<file path="src/rtl/mem_pipe_ctrl_if.sv">
// Request/response bus between a master and the pipelined memory controller.
interface mem_pipe_ctrl_if #(
    parameter int unsigned DATA_W = 32,
    parameter int unsigned ADDR_W = 4
);
    logic                  req_valid;
    logic                  req_ready;
    logic                  req_we;
    logic [ADDR_W-1:0]     req_addr;
    logic [DATA_W-1:0]     req_wdata;
    logic [DATA_W/8-1:0]   req_be;
    logic                  clr;
    logic                  rsp_valid;
    logic [DATA_W-1:0]     rsp_data;
    logic                  rsp_err;
    logic                  busy;

    modport master (
        output req_valid, req_we, req_addr, req_wdata, req_be, clr,
        input  req_ready, rsp_valid, rsp_data, rsp_err, busy
    );

    modport slave (
        input  req_valid, req_we, req_addr, req_wdata, req_be, clr,
        output req_ready, rsp_valid, rsp_data, rsp_err, busy
    );
endinterface

</file>
<file path="src/rtl/mem_pipe_ctrl.sv">
// Register-array memory with byte-enabled writes, pipelined reads and a
// self-clearing init sweep that replaces a whole-array reset.
module mem_pipe_ctrl #(
    parameter int unsigned DATA_W = 32,
    parameter int unsigned DEPTH  = 16,
    parameter int unsigned ADDR_W = $clog2(DEPTH),
    parameter int unsigned RD_LAT = 1
) (
    input  logic            clk,
    input  logic            rst,
    mem_pipe_ctrl_if.slave  bus
);
    localparam int unsigned BE_W = DATA_W / 8;

    localparam logic [0:0] ST_INIT = 1'b0;
    localparam logic [0:0] ST_IDLE = 1'b1;

    logic [0:0]        state;
    logic [0:0]        state_d;
    logic [ADDR_W-1:0] cnt;
    logic [ADDR_W-1:0] cnt_d;

    logic [DATA_W-1:0] mem [DEPTH];

    logic              accept;
    logic              rd_acc;
    logic              wr_acc;
    logic              in_range;
    logic [DATA_W-1:0] rd_word;

    logic              pv [RD_LAT];
    logic [DATA_W-1:0] pd [RD_LAT];
    logic              pe [RD_LAT];

    // Widened compare so a power-of-two DEPTH never wraps to zero.
    assign in_range      = ({1'b0, bus.req_addr} < (ADDR_W+1)'(DEPTH));
    assign bus.req_ready = (state == ST_IDLE) && !bus.clr;
    assign bus.busy      = (state == ST_INIT);
    assign accept        = bus.req_valid && bus.req_ready;
    assign rd_acc        = accept && !bus.req_we;
    assign wr_acc        = accept && bus.req_we;
    assign rd_word       = in_range ? mem[bus.req_addr] : '0;

    // Next-state logic: sweep every index once, then serve requests until clr.
    always_comb begin
        state_d = state;
        cnt_d   = cnt;
        case (state)
            ST_INIT: begin
                cnt_d = cnt + ADDR_W'(1);
                if (cnt == ADDR_W'(DEPTH - 1)) begin
                    state_d = ST_IDLE;
                    cnt_d   = '0;
                end
            end
            default: begin
                if (bus.clr) begin
                    state_d = ST_INIT;
                end
            end
        endcase
    end

    // State and sweep counter registers.
    always_ff @(posedge clk or posedge rst) begin
        if (rst) begin
            state <= ST_INIT;
            cnt   <= '0;
        end else begin
            state <= state_d;
            cnt   <= cnt_d;
        end
    end

    // Storage: sweep zeroing in INIT, byte-masked writes otherwise.
    always_ff @(posedge clk) begin
        if (state == ST_INIT) begin
            mem[cnt] <= '0;
        end else if (wr_acc && in_range) begin
            for (int i = 0; i < int'(BE_W); i++) begin
                if (bus.req_be[i]) begin
                    mem[bus.req_addr][8*i +: 8] <= bus.req_wdata[8*i +: 8];
                end
            end
        end
    end

    // First read stage samples the array at the accept edge.
    always_ff @(posedge clk or posedge rst) begin
        if (rst) begin
            pv[0] <= 1'b0;
            pd[0] <= '0;
            pe[0] <= 1'b0;
        end else begin
            pv[0] <= rd_acc;
            pe[0] <= rd_acc && !in_range;
            if (rd_acc) begin
                pd[0] <= rd_word;
            end
        end
    end

    // Further stages; data only moves with a valid so the output holds.
    for (genvar g = 1; g < int'(RD_LAT); g++) begin : g_stage
        always_ff @(posedge clk or posedge rst) begin
            if (rst) begin
                pv[g] <= 1'b0;
                pd[g] <= '0;
                pe[g] <= 1'b0;
            end else begin
                pv[g] <= pv[g-1];
                pe[g] <= pe[g-1];
                if (pv[g-1]) begin
                    pd[g] <= pd[g-1];
                end
            end
        end
    end

    assign bus.rsp_valid = pv[RD_LAT-1];
    assign bus.rsp_data  = pd[RD_LAT-1];
    assign bus.rsp_err   = pe[RD_LAT-1];
endmodule

</file>
<file path="src/flat_wrapper.sv">
// flat-port wrapper written by rule: the top's interface ports become plain ports
module mem_pipe_ctrl_flat 
#(
    parameter int unsigned DATA_W = 32,
    parameter int unsigned DEPTH  = 16,
    parameter int unsigned ADDR_W = $clog2(DEPTH),
    parameter int unsigned RD_LAT = 1
)
  (clk, rst, bus_req_valid, bus_req_we, bus_req_addr, bus_req_wdata, bus_req_be, bus_clr, bus_req_ready, bus_rsp_valid, bus_rsp_data, bus_rsp_err, bus_busy);
  mem_pipe_ctrl_if #(.DATA_W(DATA_W), .ADDR_W(ADDR_W)) bus_i ();
  input  logic clk;
  input  logic rst;
  input wire logic [$bits(bus_i.req_valid)-1:0] bus_req_valid;
  input wire logic [$bits(bus_i.req_we)-1:0] bus_req_we;
  input wire logic [$bits(bus_i.req_addr)-1:0] bus_req_addr;
  input wire logic [$bits(bus_i.req_wdata)-1:0] bus_req_wdata;
  input wire logic [$bits(bus_i.req_be)-1:0] bus_req_be;
  input wire logic [$bits(bus_i.clr)-1:0] bus_clr;
  output wire logic [$bits(bus_i.req_ready)-1:0] bus_req_ready;
  output wire logic [$bits(bus_i.rsp_valid)-1:0] bus_rsp_valid;
  output wire logic [$bits(bus_i.rsp_data)-1:0] bus_rsp_data;
  output wire logic [$bits(bus_i.rsp_err)-1:0] bus_rsp_err;
  output wire logic [$bits(bus_i.busy)-1:0] bus_busy;
  assign bus_i.req_valid = bus_req_valid;
  assign bus_i.req_we = bus_req_we;
  assign bus_i.req_addr = bus_req_addr;
  assign bus_i.req_wdata = bus_req_wdata;
  assign bus_i.req_be = bus_req_be;
  assign bus_i.clr = bus_clr;
  assign bus_req_ready = bus_i.req_ready;
  assign bus_rsp_valid = bus_i.rsp_valid;
  assign bus_rsp_data = bus_i.rsp_data;
  assign bus_rsp_err = bus_i.rsp_err;
  assign bus_busy = bus_i.busy;
  mem_pipe_ctrl #(.DATA_W(DATA_W), .DEPTH(DEPTH), .ADDR_W(ADDR_W), .RD_LAT(RD_LAT)) u_core (.clk(clk), .rst(rst), .bus(bus_i));
endmodule
</file>
<file path="config.mk">
export PLATFORM = sky130hd
export DESIGN_NAME = mem_pipe_ctrl_flat
export DESIGN_NICKNAME = d
export VERILOG_FILES = /design/src/rtl/mem_pipe_ctrl_if.sv /design/src/rtl/mem_pipe_ctrl.sv /design/src/flat_wrapper.sv
export SDC_FILE = /design/constraint.sdc
export NUM_CORES = 1
export LEC_CHECK = 0
export CELL_PAD_IN_SITES_DETAIL_PLACEMENT = 1
export CELL_PAD_IN_SITES_GLOBAL_PLACEMENT = 1
export CORE_ASPECT_RATIO = 0.75
export CORE_MARGIN = 3
export CORE_UTILIZATION = 58
export DETAILED_ROUTE_END_ITERATION = 8
export GPL_ROUTABILITY_DRIVEN = 0
export PLACE_DENSITY = 0.87
export SKIP_CTS_REPAIR_TIMING = 1
export SLEW_MARGIN = 40
export SYNTH_ARGS = -nofsm -noshare
export SYNTH_HDL_FRONTEND = slang
export SYNTH_SLANG_ARGS = --single-unit
export TNS_END_PERCENT = 10
</file>
<file path="constraint.sdc">
create_clock -name clk -period 3.5 [get_ports clk]
set_input_delay 0.7 -clock clk [delete_from_list [all_inputs] [get_ports clk]]
set_output_delay 0.7 -clock clk [all_outputs]
set_load 0.02 [all_outputs]
</file>
==> summary.md <==
| Metric | Value |
|---|---|
| Total negative slack | `0 ps` |
| Post-DP Area | `approximately 24000 µm²` |
| Peak VDD IR | `0.4753 mV` |
| GR Overflow Total | `0` |
| Crit path kind | `input pin to flop` |
| Max clock buf depth | `3` |
| RSZ-0062 raised after global routing | `no` |
| Vias/cell | `6.470` |
| Crit path DAT | `3250 ps` |
| Cells after DPL | `1641` |
| Cells after Synth | `1025` |
| Critical-path top delay cell | `or4_1` |
| Final min period | `2980 ps` |
| Critical Path Source Type | `input pin` |
| DIE AREA | `39650 µm²` |
| GRT Resource Usage Total | `28.13%` |
| Layout cells sized above 1 | `29.23%` |
| Yosys reg bits | `550` |
| Fraction of registers with async set/reset | `6.909%` |
| WP buf/inv | `3` |
| Post-Syn Nets | `1071` |
| Final instance area | `25200 µm²` |
| Crit path capture type | `flop` |
| Cell family with most CP delay | `simple AND/OR/NAND/NOR gates` |
| Setup ws final | `520.4 ps` |
| Drt total wl | `around 54 mm` |
| Yosys warns | `0` |
| CP max stage delay | `between 500 and 600 ps` |
| Final setup vio count | `0` |
| Avg Cell Area, Syn | `21.09 µm²` |
| Area delta synth->final | `16.56%` |
| CP max FO | `16` |
| Skew final | `20.95 ps` |
| Worst slack, placed | `-110.6 ps` |
| Yosys cell types | `38` |
| Cell Count, Final, Fillers Out | `1738` |
| Clock Tree Root | `clkbuf_16` |
| Ranking of synthesized cells by area | `edfxtp_1 71%, mux4_2 13%, dfrtp_1 4.4%, mux2_2 1.8%, mux2i_1 1.5%` |
| Vias in the first global route | `around 12000` |
| H-tree levels | `2` |
| Ports | `81` |
| Iter 0 DRT Violations | `1487` |
| Outcome | `finished, final reports clean` |
| Post-synth EDFFs | `512` |
| Peak Freq | `335.6 MHz` |
| Skew-Pair Late Insertion Delay | `approximately 570 ps` |
| CP required | `roughly 3800 ps` |
| Pre-antenna DRT Iters | `7` |
| Initial antenna violation count | `0` |
| Share of the synthesized area in the top cell type | `71.12%` |
| DRC | `0` |
| Largest net degree at the start of global routing | `between 40 and 50` |
| Worst-Margin Slew | `between 700 and 800 ps` |
| Clock transition at path regs | `60 ps` |
| Hold Path Class | `input pin to asynchronous set/reset pin` |
| Post-synthesis sequential area ratio | `75.52%` |
| First-pass GRT wire length | `82.04 mm` |
| CTS tree | `yes` |
| Initial core utilization | `approximately 59%` |
| CTS sink count | `550` |
| Final cycle utilization of the critical path | `roughly 85%` |
| CTS buffer count | `51` |
| Max Cap Violations | `0` |
| Final #Nets | `1246` |
| Buffers on Ports | `a little under 80` |
| DP HPWL | `33.80 mm` |
| Worst-path cell chain | `clkdlybuf4s50_1, or4_1, and3_2, mux2i_4, buf_6, nor3_1, buf_4` |
| Via count | `approximately 11000` |
| Die W | `between 200 and 250 µm` |
| Syn Std Cell Area | `around 22000 µm²` |
| Wire per inst | `between 30 and 40 µm` |
| Row Count | `60` |
| ANT cells | `0` |
| Primary FF master, synth | `edfxtp_1` |
| Yosys top cell by area | `edfxtp_1` |
| Pins Over Slew Limit | `0` |
| Reg-to-reg setup timing slack | `about 960 ps` |
| Leak | `around 8 nW` |
| Core region area | `between 30000 and 40000 µm²` |
| Die span in y | `173.2 µm` |
| Final Hold Fails | `0` |
| Final antenna-violating net count | `0` |
| Worst rel slew slack | `46.80%` |
| Pwr dens | `721.6 nW/µm²` |
[placed cells by master (no fill, tap or decap), drive strengths merged]
cell type / netlist / routed
ha: 1 / 1
nor2b: 9 / 9
nor2: 7 / 7
and2: 32 / 32
a211o: 1 / 1
mux2i: 39 / 39
nand4bb: 1 / 1
o21ai: 32 / 32
and3: 1 / 1
a311oi: 1 / 1
nand2: 9 / 9
clkdlybuf4s50: 0 / 76
buf: 34 / 110
clkinv: 1 / 24
or4: 1 / 1
a21oi: 5 / 5
o22ai: 2 / 2
o31ai: 1 / 1
clkinvlp: 0 / 2
conb: 1 / 1
inv: 2 / 2
edfxtp: 512 / 512
a22oi: 31 / 31
a311o: 1 / 1
a211oi: 1 / 1
clkbuf: 31 / 69
xnor2: 1 / 1
and3b: 1 / 1
mux4: 126 / 126
nor3b: 1 / 1
mux2: 36 / 36
bufinv: 0 / 2
a21o: 1 / 1
nor3: 65 / 65
dfrtp: 38 / 38
[logic make-up after synthesis]
family / Yosys count / share of synthesized area, %
buf+inv: 68 / 1.626
mux: 201 / 17.19
simple gates: 127 / 3.322
flops: 550 / 75.52
xor+xnor: 1 / 0.04052
compound gates: 76 / 2.223
other cells: 1 / 0.01735
fa+ha+maj: 1 / 0.05787
[power breakdown]
group          total (W)  switching [W]  internal (W)  leakage [nW]
Combinational    0.00360        0.00213       0.00147          2.41
Clock            0.00536        0.00236       0.00300         0.788
Sequential       0.00922       0.000518       0.00870          4.88
[cell type report]
| type | count | area, µm² |
|---|---|---|
| Tap cell | 496 | 620.6 |
| Sequential cell | 550 | 16330 |
| Inverter | 3 | 11.26 |
| Multi-Input combinational cell | 407 | 4954 |
| Fill cell | 2934 | 11140 |
| Clock buffer | 68 | 1423 |
| Timing Repair Buffer | 187 | 1687 |
| Clock inverter | 27 | 176.4 |
[Yosys cell counts, types with 2 or more instances]
master      n
edfxtp_1  512
mux4_2    126
nor3_1     58
dfrtp_1    38
mux2_2     34
mux2i_1    33
and2_1     32
o21ai_0    32
a22oi_1    31
clkbuf_1   31
buf_2      20
buf_6       9
nand2_1     9
nor2b_1     9
nor2_1      7
nor3_2      7
mux2i_4     6
a21oi_1     5
buf_1       4
inv_1       2
mux2_4      2
o22ai_1     2
[final timing paths]
kind / start / to / cells after the start
setup / recovery: bus_req_be[0] / u_core.mem[8][15] / 7
hold / removal: rst / u_core.bus.rsp_data[16] / 3
setup reg to reg: u_core.state / u_core.mem[2][22] / 4
hold reg to reg: u_core.bus.rsp_data[0] / u_core.bus.rsp_data[0] / 2
max in group asynchronous: rst / u_core.bus.rsp_data[30] / 3
min in group clk: u_core.bus.rsp_data[0] / u_core.bus.rsp_data[0] / 2
[per-stage QoR]
stage	hold WS (ps)	total power [W]	util, %
4_1_cts	490.6	0.01822	69.27
3_5_place_dp	516.9	0.01285	64.87
3_3_place_gp	497.7	0.01248	64.87
5_1_grt	494.2	0.01883	69.35
6_report	502.2	0.01818	69.35
2_1_floorplan	534.7	0.01114	-
[sequential cells by signal (all words and copies together), names as in the netlist]
name                  cells
u_core.bus.rsp_data      32
u_core.bus.rsp_valid      1
u_core.mem              512
u_core.state              1
u_core.cnt                4
[worst min-delay path: stages]
cell and delay [ps]:
clkdlybuf4s50_1 410, inv_2 70, buf_12 280
[routing by layer]
metal	track usage, %	up-vias	wire (µm)
met5	0	-	0
met4	6.191	0	886
met3	3.854	75	3493
li1	-	4607	-
met2	47.99	512	28140
met1	39.63	6051	21940
Power figures use the tool's default switching activity.
==> RTL change: new RTL, config.mk and constraints unchanged <==
`DATA_W` is set to 32 in 3 places; all go to 16.
--- a/src/rtl/mem_pipe_ctrl_if.sv
+++ b/src/rtl/mem_pipe_ctrl_if.sv
@@ -2,3 +2,3 @@
 interface mem_pipe_ctrl_if #(
-    parameter int unsigned DATA_W = 32,
+    parameter int unsigned DATA_W = 16,
     parameter int unsigned ADDR_W = 4
--- a/src/rtl/mem_pipe_ctrl.sv
+++ b/src/rtl/mem_pipe_ctrl.sv
@@ -3,3 +3,3 @@
 module mem_pipe_ctrl #(
-    parameter int unsigned DATA_W = 32,
+    parameter int unsigned DATA_W = 16,
     parameter int unsigned DEPTH  = 16,
--- a/src/flat_wrapper.sv
+++ b/src/flat_wrapper.sv
@@ -3,3 +3,3 @@
 #(
-    parameter int unsigned DATA_W = 32,
+    parameter int unsigned DATA_W = 16,
     parameter int unsigned DEPTH  = 16,
Interface: changed (resized bus_req_be, bus_req_wdata and bus_rsp_data); port bits go from 81 to 47. No check against the original RTL was run, so the function may have changed too.
==> RTL change against the original RTL <==
Non-clock buffer count is 107 lower; critical path depth down 2; register-to-register slack got worse by 0.29 ns; maximum frequency fell by 0.83%; worst setup slack got worse by 0.025 ns; cell area is 49% lower; total power decreased by 49%; synthesized area shrank 49%; clock skew is 0.00094 ns higher; global-route usage increased by 0.90 points; routed wire length fell by 45%; sequential cell count fell by 272.
==> RTL change: results (changes against the original RTL) <==
- Status: complete, no violations
- Synth area leaders: edfxtp_1 69%, mux4_1 5.2%, dfrtp_1 4.9%
- Post-DR vias/cell: 6.79 (+4.9%)
- Clk_skew: 0.0219 ns (+0.000938 ns)
- Async SR Flop Fraction: 0.0791 (+0.0100)
- Max reg flops: 256 (-50%)
- DR iter-0 viols: 835 (-44%)
- Layout Nets: 691 (-45%)
- Fillers: 1,499 (-49%)
- Syn. warnings: 0 (unchanged)
- Routed len/inst: 32.2 um (+2.8%)
- Count of cell types in the netlist: 42 (+11%)
- Max stage delay on crit path: 0.76 ns (+0.23 ns)
- Clk_lat worst skew: 0.54 ns (-0.03 ns)
- Pin count of the biggest net entering global routing: 23 (-45%)
- Cells after Synth: 589 (-43%)
- Layout area overhead: 15.5%
- Rel. slew slack: 0.429 (-0.0389)
- CP max-delay cell: nor2_1
- Fraction of layout cells with a size suffix above 1: 0.174 (-0.118)
- Detailed Place HPWL: 19.5 mm (-42%)
- Setup TNS: 0 ns (unchanged)
- First-pass GRT wire length: 44.1 mm (-46%)
- Antenna violations before repair: 1 (+1)
- Most frequent cells after synthesis: 256 x edfxtp_1, 39 x nor2_1, 37 x mux2i_1
- Reg with most FFs: u_core.mem
- Vias in the first global route: 6,595 (-46%)
- Port Buffer Count: 45 (-43%)
- CTS H-tree lvls: 1 (-1)
- Worst vdd ir: 0.000508 V (+6.9%)
- First drt pass iteration count: 5 (-2)
- Clock slew at reported path FFs: 0.06 ns (about the same)
- Crit Path Max Fanout: 8 (-8)
- Mapped Nets: 617 (-42%)
- Root buf cell: clkbuf_16
- EDFF count, synth: 256 (-50%)
- Cell total after placement: 882 (-46%)
- Worst Path Arrival: 3.16 ns (-0.09 ns)
- Global Route Usage Sum: 0.290 (+0.00903)
- Sequential-to-total area share from yosys stat: 0.740 (-0.0151)
- Area after DPL: 0.0120 mm2 (-49%)
- Static leakage: 4.32 nW (-47%)
- Hold crit path type: register to register
- Post-route insts no fill: 931 (-46%)
- CTS buffer count: 26 (-49%)
[RTL change: cell types whose count changed in the layout (fill, tap and decap cells not counted), sizes merged, moves of 31 or more]
| cell | change |
|---|---|
| edfxtp | -256 |
| buf | -73 |
| clkdlybuf4s50 | -33 |
| mux4 | -80 |
| nor2 | +32 |
| nor3 | -64 |
| and2 | -31 |
[RTL change: logic make-up (layout without fill, tap and decap cells)]
family | count (synthesis) | count (layout) | synth area share
mux | 99 | 99 | 0.150
other cells | 1 | 2 | 0.000337
flops | 278 | 278 | 0.740
fa+ha+maj | 1 | 1 | 0.00112
xor+xnor | 1 | 1 | 0.000787
simple gates | 91 | 91 | 0.0383
compound gates | 78 | 78 | 0.0486
buf+inv | 40 | 134 | 0.0208
[RTL change: where the power goes]
part | internal, mW | leakage [nW] | switching [mW]
sequential | 4.40 | 2.48 | 0.303
combinational | 0.671 | 1.42 | 1.11
clock | 1.66 | 0.414 | 1.18
[RTL change: through the flow]
stage	power [mW]	hold slack, ns	setup WS (ns)
3_5_place_dp	6.46	0.510	-0.114
2_1_floorplan	5.60	0.535	1.13
5_1_grt	9.64	0.547	0.405
6_report	9.33	0.529	0.495
4_1_cts	9.33	0.529	0.340
3_3_place_gp	6.26	0.503	0.0125
[RTL change: layout make-up]
| class | count | area share |
|---|---|---|
| clock buffer | 39 | 0.0568 |
| timing repair buffer | 80 | 0.0569 |
| tap | 247 | 0.0240 |
| clock inverter | 9 | 0.0102 |
| antenna | 1 | 0.000195 |
| sequential | 278 | 0.641 |
| inverter | 6 | 0.00175 |
| multi-input combinational | 271 | 0.209 |
[RTL change: metal layers]
layer	vias up	track usage	routed length [um]
met4	2	0.0763	872
met1	3314	0.424	12300
met3	72	0.0537	2780
li1	2545	-	-
met5	-	0	11
met2	387	0.464	14000
[RTL change: worst paths after layout]
path | startpoint | endpoint | slack [ns] | cells after the start
max | bus_req_be[0] | u_core.mem[10][2] | 0.50 | 5
min | u_core.bus.rsp_data[1] | u_core.bus.rsp_data[1] | 0.53 | 2
max reg2reg | u_core.state | u_core.mem[10][2] | 0.67 | 4
min reg2reg | u_core.bus.rsp_data[1] | u_core.bus.rsp_data[1] | 0.53 | 2
max in group asynchronous | rst | u_core.bus.rsp_data[7] | 2.64 | 3
min in group asynchronous | rst | u_core.cnt[0] | 0.56 | 3
[RTL change: critical path, delay by kind of cell]
| kind | cells | cell delay (ns) |
|---|---|---|
| and+or+nand+nor | 2 | 1.24 |
| buffers and inverters | 1 | 0.55 |
| AOI/OAI and AO/OA | 2 | 0.66 |
